### src/rtl/ir_nec_transmitter.sv
// NEC infrared frame transmitter: sends {addr, ~addr, cmd, ~cmd} LSB first with a 38 kHz carrier.
// Latency: envelope and busy rise the cycle after accept; a frame is always 121 units long.
// Backpressure: tx_ready is high only in IDLE, so tx_valid is ignored for the whole frame.
module ir_nec_transmitter #(
    parameter int UNIT_CYCLES  = 28125,
    parameter int CARRIER_HALF = 658,
    parameter int CNT_W        = 24
) (
    input  logic        CLOCK_50,
    input  logic        resetn,
    input  logic [15:0] tx_data,
    input  logic        tx_valid,
    output logic        tx_ready,
    output logic        busy,
    output logic        tx_done,
    output logic        ir_envelope,
    output logic        ir_out
);

    typedef enum logic [2:0] {
        S_IDLE,
        S_LEAD_MARK,
        S_LEAD_SPACE,
        S_BIT_MARK,
        S_BIT_SPACE,
        S_STOP_MARK
    } state_t;

    localparam logic [CNT_W-1:0] LEAD_MARK_LD  = CNT_W'(16 * UNIT_CYCLES - 1);
    localparam logic [CNT_W-1:0] LEAD_SPACE_LD = CNT_W'(8 * UNIT_CYCLES - 1);
    localparam logic [CNT_W-1:0] UNIT_LD       = CNT_W'(UNIT_CYCLES - 1);
    localparam logic [CNT_W-1:0] LONG_LD       = CNT_W'(3 * UNIT_CYCLES - 1);

    localparam int               PH_W  = $clog2(CARRIER_HALF + 1);
    localparam logic [PH_W-1:0]  PH_LD = PH_W'(CARRIER_HALF - 1);

    state_t            state;
    state_t            nxt_state;
    logic              adv;
    logic [CNT_W-1:0]  dur_cnt;
    logic [CNT_W-1:0]  load_val;
    logic [PH_W-1:0]   phase_cnt;
    logic [31:0]       shreg;
    logic [5:0]        bit_cnt;
    logic              dur_end;
    logic              last_bit;
    logic              accept;

    function automatic logic is_mark(input state_t s);
        return (s == S_LEAD_MARK) || (s == S_BIT_MARK) || (s == S_STOP_MARK);
    endfunction

    assign dur_end  = (dur_cnt == '0);
    assign last_bit = (bit_cnt == 6'd31);
    assign accept   = tx_valid && tx_ready;

    always_comb begin
        nxt_state = state;
        adv       = 1'b0;
        case (state)
            S_IDLE: begin
                if (accept) begin
                    nxt_state = S_LEAD_MARK;
                    adv       = 1'b1;
                end
            end
            S_LEAD_MARK: begin
                if (dur_end) begin
                    nxt_state = S_LEAD_SPACE;
                    adv       = 1'b1;
                end
            end
            S_LEAD_SPACE: begin
                if (dur_end) begin
                    nxt_state = S_BIT_MARK;
                    adv       = 1'b1;
                end
            end
            S_BIT_MARK: begin
                if (dur_end) begin
                    nxt_state = S_BIT_SPACE;
                    adv       = 1'b1;
                end
            end
            S_BIT_SPACE: begin
                if (dur_end) begin
                    nxt_state = last_bit ? S_STOP_MARK : S_BIT_MARK;
                    adv       = 1'b1;
                end
            end
            S_STOP_MARK: begin
                if (dur_end) begin
                    nxt_state = S_IDLE;
                    adv       = 1'b1;
                end
            end
            default: begin
                nxt_state = S_IDLE;
                adv       = 1'b1;
            end
        endcase
    end

    // Space length is decided by the bit currently at the bottom of the shift register.
    always_comb begin
        load_val = '0;
        case (nxt_state)
            S_LEAD_MARK:  load_val = LEAD_MARK_LD;
            S_LEAD_SPACE: load_val = LEAD_SPACE_LD;
            S_BIT_MARK:   load_val = UNIT_LD;
            S_BIT_SPACE:  load_val = shreg[0] ? LONG_LD : UNIT_LD;
            S_STOP_MARK:  load_val = UNIT_LD;
            default:      load_val = '0;
        endcase
    end

    always_ff @(posedge CLOCK_50 or negedge resetn) begin
        if (!resetn) begin
            state       <= S_IDLE;
            dur_cnt     <= '0;
            phase_cnt   <= '0;
            shreg       <= '0;
            bit_cnt     <= '0;
            tx_ready    <= 1'b1;
            busy        <= 1'b0;
            tx_done     <= 1'b0;
            ir_envelope <= 1'b0;
            ir_out      <= 1'b0;
        end else begin
            state       <= nxt_state;
            tx_ready    <= (nxt_state == S_IDLE);
            busy        <= (nxt_state != S_IDLE);
            tx_done     <= (state == S_STOP_MARK) && adv;
            ir_envelope <= is_mark(nxt_state);

            if (adv) begin
                dur_cnt <= load_val;
            end else if (!dur_end) begin
                dur_cnt <= dur_cnt - CNT_W'(1);
            end

            if (state == S_IDLE && adv) begin
                shreg   <= {~tx_data[7:0], tx_data[7:0], ~tx_data[15:8], tx_data[15:8]};
                bit_cnt <= '0;
            end else if (state == S_BIT_SPACE && adv) begin
                shreg <= shreg >> 1;
                if (bit_cnt != 6'd32) begin
                    bit_cnt <= bit_cnt + 6'd1;
                end
            end

            // Carrier phase restarts high at every mark and is forced low outside marks.
            if (adv && is_mark(nxt_state)) begin
                ir_out    <= 1'b1;
                phase_cnt <= PH_LD;
            end else if (is_mark(nxt_state)) begin
                if (phase_cnt == '0) begin
                    ir_out    <= ~ir_out;
                    phase_cnt <= PH_LD;
                end else begin
                    phase_cnt <= phase_cnt - PH_W'(1);
                end
            end else begin
                ir_out    <= 1'b0;
                phase_cnt <= '0;
            end
        end
    end

    a_out_in_mark: assert property (@(posedge CLOCK_50) disable iff (!resetn) ir_out |-> ir_envelope);
    a_busy_ready:  assert property (@(posedge CLOCK_50) disable iff (!resetn) busy != tx_ready);

endmodule

### config.mk
export PLATFORM = sky130hd
export DESIGN_NAME = ir_nec_transmitter
export DESIGN_NICKNAME = d
export VERILOG_FILES = /design/src/rtl/ir_nec_transmitter.sv
export SDC_FILE = /design/constraint.sdc
export NUM_CORES = 1
export LEC_CHECK = 0
export ABC_CLOCK_PERIOD_IN_PS = 2400
export CAP_MARGIN = 20
export CORE_MARGIN = 5
export CORE_UTILIZATION = 54
export DETAILED_ROUTE_END_ITERATION = 12
export PLACE_DENSITY = 0.76
export SYNTH_ARGS = -nofsm -noshare
export SYNTH_HDL_FRONTEND = slang
export SYNTH_SLANG_ARGS = --single-unit
### constraint.sdc
create_clock -name CLOCK_50 -period 2.4 [get_ports CLOCK_50]
set_input_delay 0.6 -clock CLOCK_50 [delete_from_list [all_inputs] [get_ports CLOCK_50]]
set_output_delay 0.6 -clock CLOCK_50 [all_outputs]
set_load 0.02 [all_outputs]
; ---- After elaboration in Yosys (flattened, before gate mapping)
; Cells that the tools add are included.
[classes]
add_sub_neg = 3
n_eq_ne = 14
muxes = 26
bitwise_logic = 3
n_reduce_logical = 17
[ops]
columns = op, count
row1 = 19-bit one-hot mux with 4 select lines, 1
row2 = 32-bit 2-to-1 mux, 2
row3 = 24-bit 2-to-1 mux, 2
row4 = 10-bit 2-to-1 mux, 3
row5 = 24-bit logical NOT, 1
row6 = 24-bit by 1-bit subtractor with 24-bit output (second input constant), 1
row7 = 3-bit 2-to-1 mux, 7
row8 = 6-bit 2-to-1 mux, 3
row9 = 3-bit one-hot mux with 6 select lines, 1
row10 = 17-bit 2-to-1 mux, 1
row11 = 8-bit inverter, 2
row12 = 3-bit by 2-bit == test with 1-bit output (second input constant), 4
row13 = 3-bit == test (second input constant), 4
row14 = 10-bit logical NOT, 1
row15 = 10-bit by 1-bit subtractor with 10-bit output (second input constant), 1
row16 = 6-bit by 1-bit adder with 6-bit output (second input constant), 1
row17 = 3-bit by 1-bit == test with 1-bit output (second input constant), 2
row18 = 6-bit by 5-bit == test with 1-bit output (second input constant), 1
row19 = 3-bit logical NOT, 2
row20 = 6-bit inequality test (second input constant), 1
row21 = 1-bit logical AND, 5
row22 = 1-bit 2-to-1 mux, 5
row23 = 5-bit OR reduction, 1
row24 = 2-bit nonzero test, 2
row25 = 8 further kinds, 9
[totals]
register_bits = 80
input_bits = 19
output_inout_bits = 5
word_cells = 73

; ---- Depth between registers and ports, before layout
[depth]
depth_word = 9
mapped_depth = 10
depth_no_buf = 9

; ---- Worst setup path before layout
; No wires, ideal clock.
[synth_path]
path_kind = register -> register
start = register dur_cnt[10]
end = register dur_cnt[1]
setup_ns = 0.077
arrival_ns = 2.459
required_ns = 2.323
slack_ns = -0.136
stages_incl_launch_ff = 9
path_buffers = 2
path_cell_list = dfrtp_1 -> or4_1 -> buf_2 -> or4_1 -> buf_6 -> nor3_4 -> o21ai_1 -> or4_1 -> a21oi_1
[synth_between]
elab_chain_cells = 7
elab_cells_between_ends = 18
classes_between = 6 x eq/ne / 10 x mux / 2 x reduce/logical
[synth_rtl]
columns = item, line_no
row1 = "start, declared", 40  ; logic [CNT_W-1:0] dur_cnt;
row2 = "start signal, assigned", 137  ; dur_cnt <= load_val;
row3 = "start signal, assigned", 139  ; dur_cnt <= dur_cnt - CNT_W'(1);
row4 = 24-bit logical NOT *, 53  ; assign dur_end = (dur_cnt == '0);
row5 = "3-bit 2-to-1 mux, on equally long branches", n/a
row6 = 3-bit one-hot mux with 6 select lines, 60  ; case (state)
row7 = 3-bit by 2-bit == test with 1-bit output / 3-bit == test (equally long branches), 107  ; case (nxt_state)
row8 = 2-bit OR reduction (no line), n/a
row9 = 19-bit one-hot mux with 4 select lines, 107
row10 = 24-bit 2-to-1 mux, 136  ; if (adv) begin
; Every way passes the cells marked *; elsewhere a longest branch is shown, timed or not.
; A chain may end at the register's enable or synchronous reset.

; ---- Final worst setup path
[layout_path]
start = register dur_cnt[11]
end = register dur_cnt[1]
; Same word-level chain as after synthesis.

==> metrics <==
CTS H-Tree Depth=3; cell mode on critical path=or4_4; Placed Area=4880 um2; Root Buffer=clkbuf_8; crit path cell chain=or4_4 > or4_4 > nor3_4 > nor3b_2 > or4_4 > a21oi_2; sequential power share=0.460; pwr/cell area=928 nW/um2; vias per cell=5.86; Die Ht=98.4 um; via count=3720; Setup Viol. Count Final=1; Post-synth EDFFs=0; Max FO, Critical Path=6; vias in the first global route=3660; VDD IR max=507 uV; IO buf count=23; Routed Antenna Nets=0; hold_buf cts=0; Tmin final=2.46 ns; first-pass GRT wire length=17200 um; Global Route Usage Sum=0.216; clock latency at the later pin of the worst-skew pair=0.36 ns; Max Cap Violations=0; DR WL/cell=15.7 um; Final Hold Viols=0; WL final=9990 um; core area=7690 um2; syn_nets=495; Pint=3.20 mW; failing checks=setup timing; cell count along the critical path=6; Starting DRT DRC Count=248; Final GP Congestion=0.952; fin area=5220 um2; Yosys warning count=0; RSZ-0062 raised after global routing=yes; Final WS setup=-0.0586 ns; commonest non-fill, non-tap cell in the layout=dfrtp_1; WP data required=2.69 ns; sequential share of the synthesized area=0.474; DIE AREA=9690 um2; Worst Max-Slew Pin Slew=0.698 ns; most frequent cells in the layout=dfrtp_1, nand2_1, nor2_1; Layout Cells excl Fill=635; Longest Clk Path Bufs=2; Starting Density=0.549; Cells after Synth=472; unique cell type count in the Yosys netlist=50; depth of the most critical reg-to-reg path=6; Hold Crit Class=in -> async; synthesized flop and latch total=80; WS Path Type=reg -> reg; Switching Power=1.64 mW; Slowest-stage cell, CP=or4_4; share of post-route cells with drive strength above 1=0.186; largest net degree at the start of global routing=42; combinational share of power=0.312; Main synth FF type=dfrtp_1; DRC=0; Rel. slew slack=0.533; FMAX=0.407 GHz; total clock sinks=80; die width=98.4 um; clock-pin transition on the worst setup and hold timing paths=0.08 ns; crit start category=register; Leak=2.19 nW; Net count, final=551; crit path DAT=2.75 ns; drt pass-1 iters=5; Buf/Inv on CP=0; clock network power share=0.228; HPWL Detailed=7060 um; # diodes=0; Placed Cells incl. Taps=616; status=complete, but fails checks; CP Capture Type=register; Top Family by Delay on Critical Path=simple AND/OR/NAND/NOR gates; delay of the slowest critical-path stage=0.57 ns; clock skew=0.0124 ns; syn avg cell area=8.95 um2; Layout area overhead=23.6%; crit share post-route=1.02; CTS tree=built; row cnt=32; I/O pin count=24; Max Slew Vio Count=0; Post-synth ARST share=1.00; Mapped Area=4220 um2; TritonCTS Buffers=9; Sw Share=0.339; final global-route overflow total=0; antenna violations before repair=0
registers in the layout (all words and copies together), names as in the netlist:
name / flops
ir_out: 1
dur_cnt: 24
tx_ready: 1
ir_envelope: 1
state: 3
bit_cnt: 6
phase_cnt: 10
shreg: 32
tx_done: 1
busy: 1
power by group through the flow:
stage	Combinational (mW)	Sequential [mW]	Clock [mW]
after floorplan	0.996	2.16	0
after global placement	1.39	2.20	0
after detailed placement	1.45	2.23	0
after CTS	1.48	2.21	1.13
after global routing	1.71	2.30	1.19
final	1.51	2.23	1.11
routing by layer:
| layer | GRT usage | routed length [um] |
|---|---|---|
| met2 | 0.349 | 4740 |
| met4 | 0.0903 | 350 |
| met5 | 0 | 0 |
| met3 | 0.0410 | 592 |
| met1 | 0.286 | 4310 |
metrics by stage:
step	setup WS [ns]	total power, mW	hold WS [ns]	util	setup TNS (ns)
floorplan	-0.0785	3.16	0.304	-	-0.100
global placement	-0.105	3.59	0.474	0.635	-0.112
detailed placement	-0.168	3.68	0.479	0.635	-0.357
CTS	-0.0450	4.82	0.220	0.672	-0.0750
global route	-0.125	5.20	0.249	0.679	-0.450
finish	-0.0586	4.84	0.209	0.679	-0.0586
final cells by class:
class | count | area, um2
Fill cell | 605 | 2470
Multi-Input combinational cell | 354 | 2180
Sequential cell | 80 | 2000
Timing Repair Buffer | 71 | 642
Clock buffer | 10 | 128
Tap cell | 102 | 128
Clock inverter | 6 | 91.3
Inverter | 12 | 45.0
repair_timing:
action                                  in CTS  in global routing
setup buffers                                3                  2
endpoints found under the setup margin      13                 52
resized for setup                           12                 12
pin swaps                                    0                  5
cell families after synthesis:
group,synth area share
AOI/OAI and AO/OA,0.165
buffers and inverters,0.0370
and+or+nand+nor,0.245
xor gates and xnor gates,0.0622
muxes,0.00474
adders and majority gates,0.0119
DFF,0.474
final timing paths:
kind | end | startpoint | slack (ns)
min in group CLOCK_50 | shreg[11]$_DFFE_PN0P_ | shreg[11]$_DFFE_PN0P_ | 0.49
min reg2reg | shreg[11]$_DFFE_PN0P_ | shreg[11]$_DFFE_PN0P_ | 0.49
max | dur_cnt[1]$_DFFE_PN0P_ | dur_cnt[11]$_DFFE_PN0P_ | -0.06
min | dur_cnt[20]$_DFFE_PN0P_ | resetn | 0.21
max in group asynchronous | shreg[12]$_DFFE_PN0P_ | resetn | 1.59
max reg2reg | dur_cnt[1]$_DFFE_PN0P_ | dur_cnt[11]$_DFFE_PN0P_ | -0.06
synth_stat cells, types with 3 or more instances:
cell type / number / area share
dfrtp_1: 79 / 0.47
nand2_1: 69 / 0.061
nor2_1: 55 / 0.049
o21a_1: 22 / 0.039
a21oi_1: 20 / 0.024
clkbuf_1: 20 / 0.018
a31oi_1: 19 / 0.028
nand3_1: 18 / 0.021
xnor2_1: 17 / 0.035
o211ai_1: 16 / 0.028
o21ai_0: 16 / 0.019
nor3_1: 13 / 0.015
xor2_1: 13 / 0.027
inv_1: 11 / 0.0098
nor4_1: 11 / 0.016
or4_1: 6 / 0.011
buf_2: 5 / 0.0059
nor3b_1: 5 / 0.0089
ha_1: 4 / 0.012
nand2b_1: 4 / 0.0059
nand4_1: 4 / 0.0059
or2_2: 4 / 0.0059
or3_1: 4 / 0.0059
and3_1: 3 / 0.0044
Note: power is estimated with default switching activity, not from simulation.
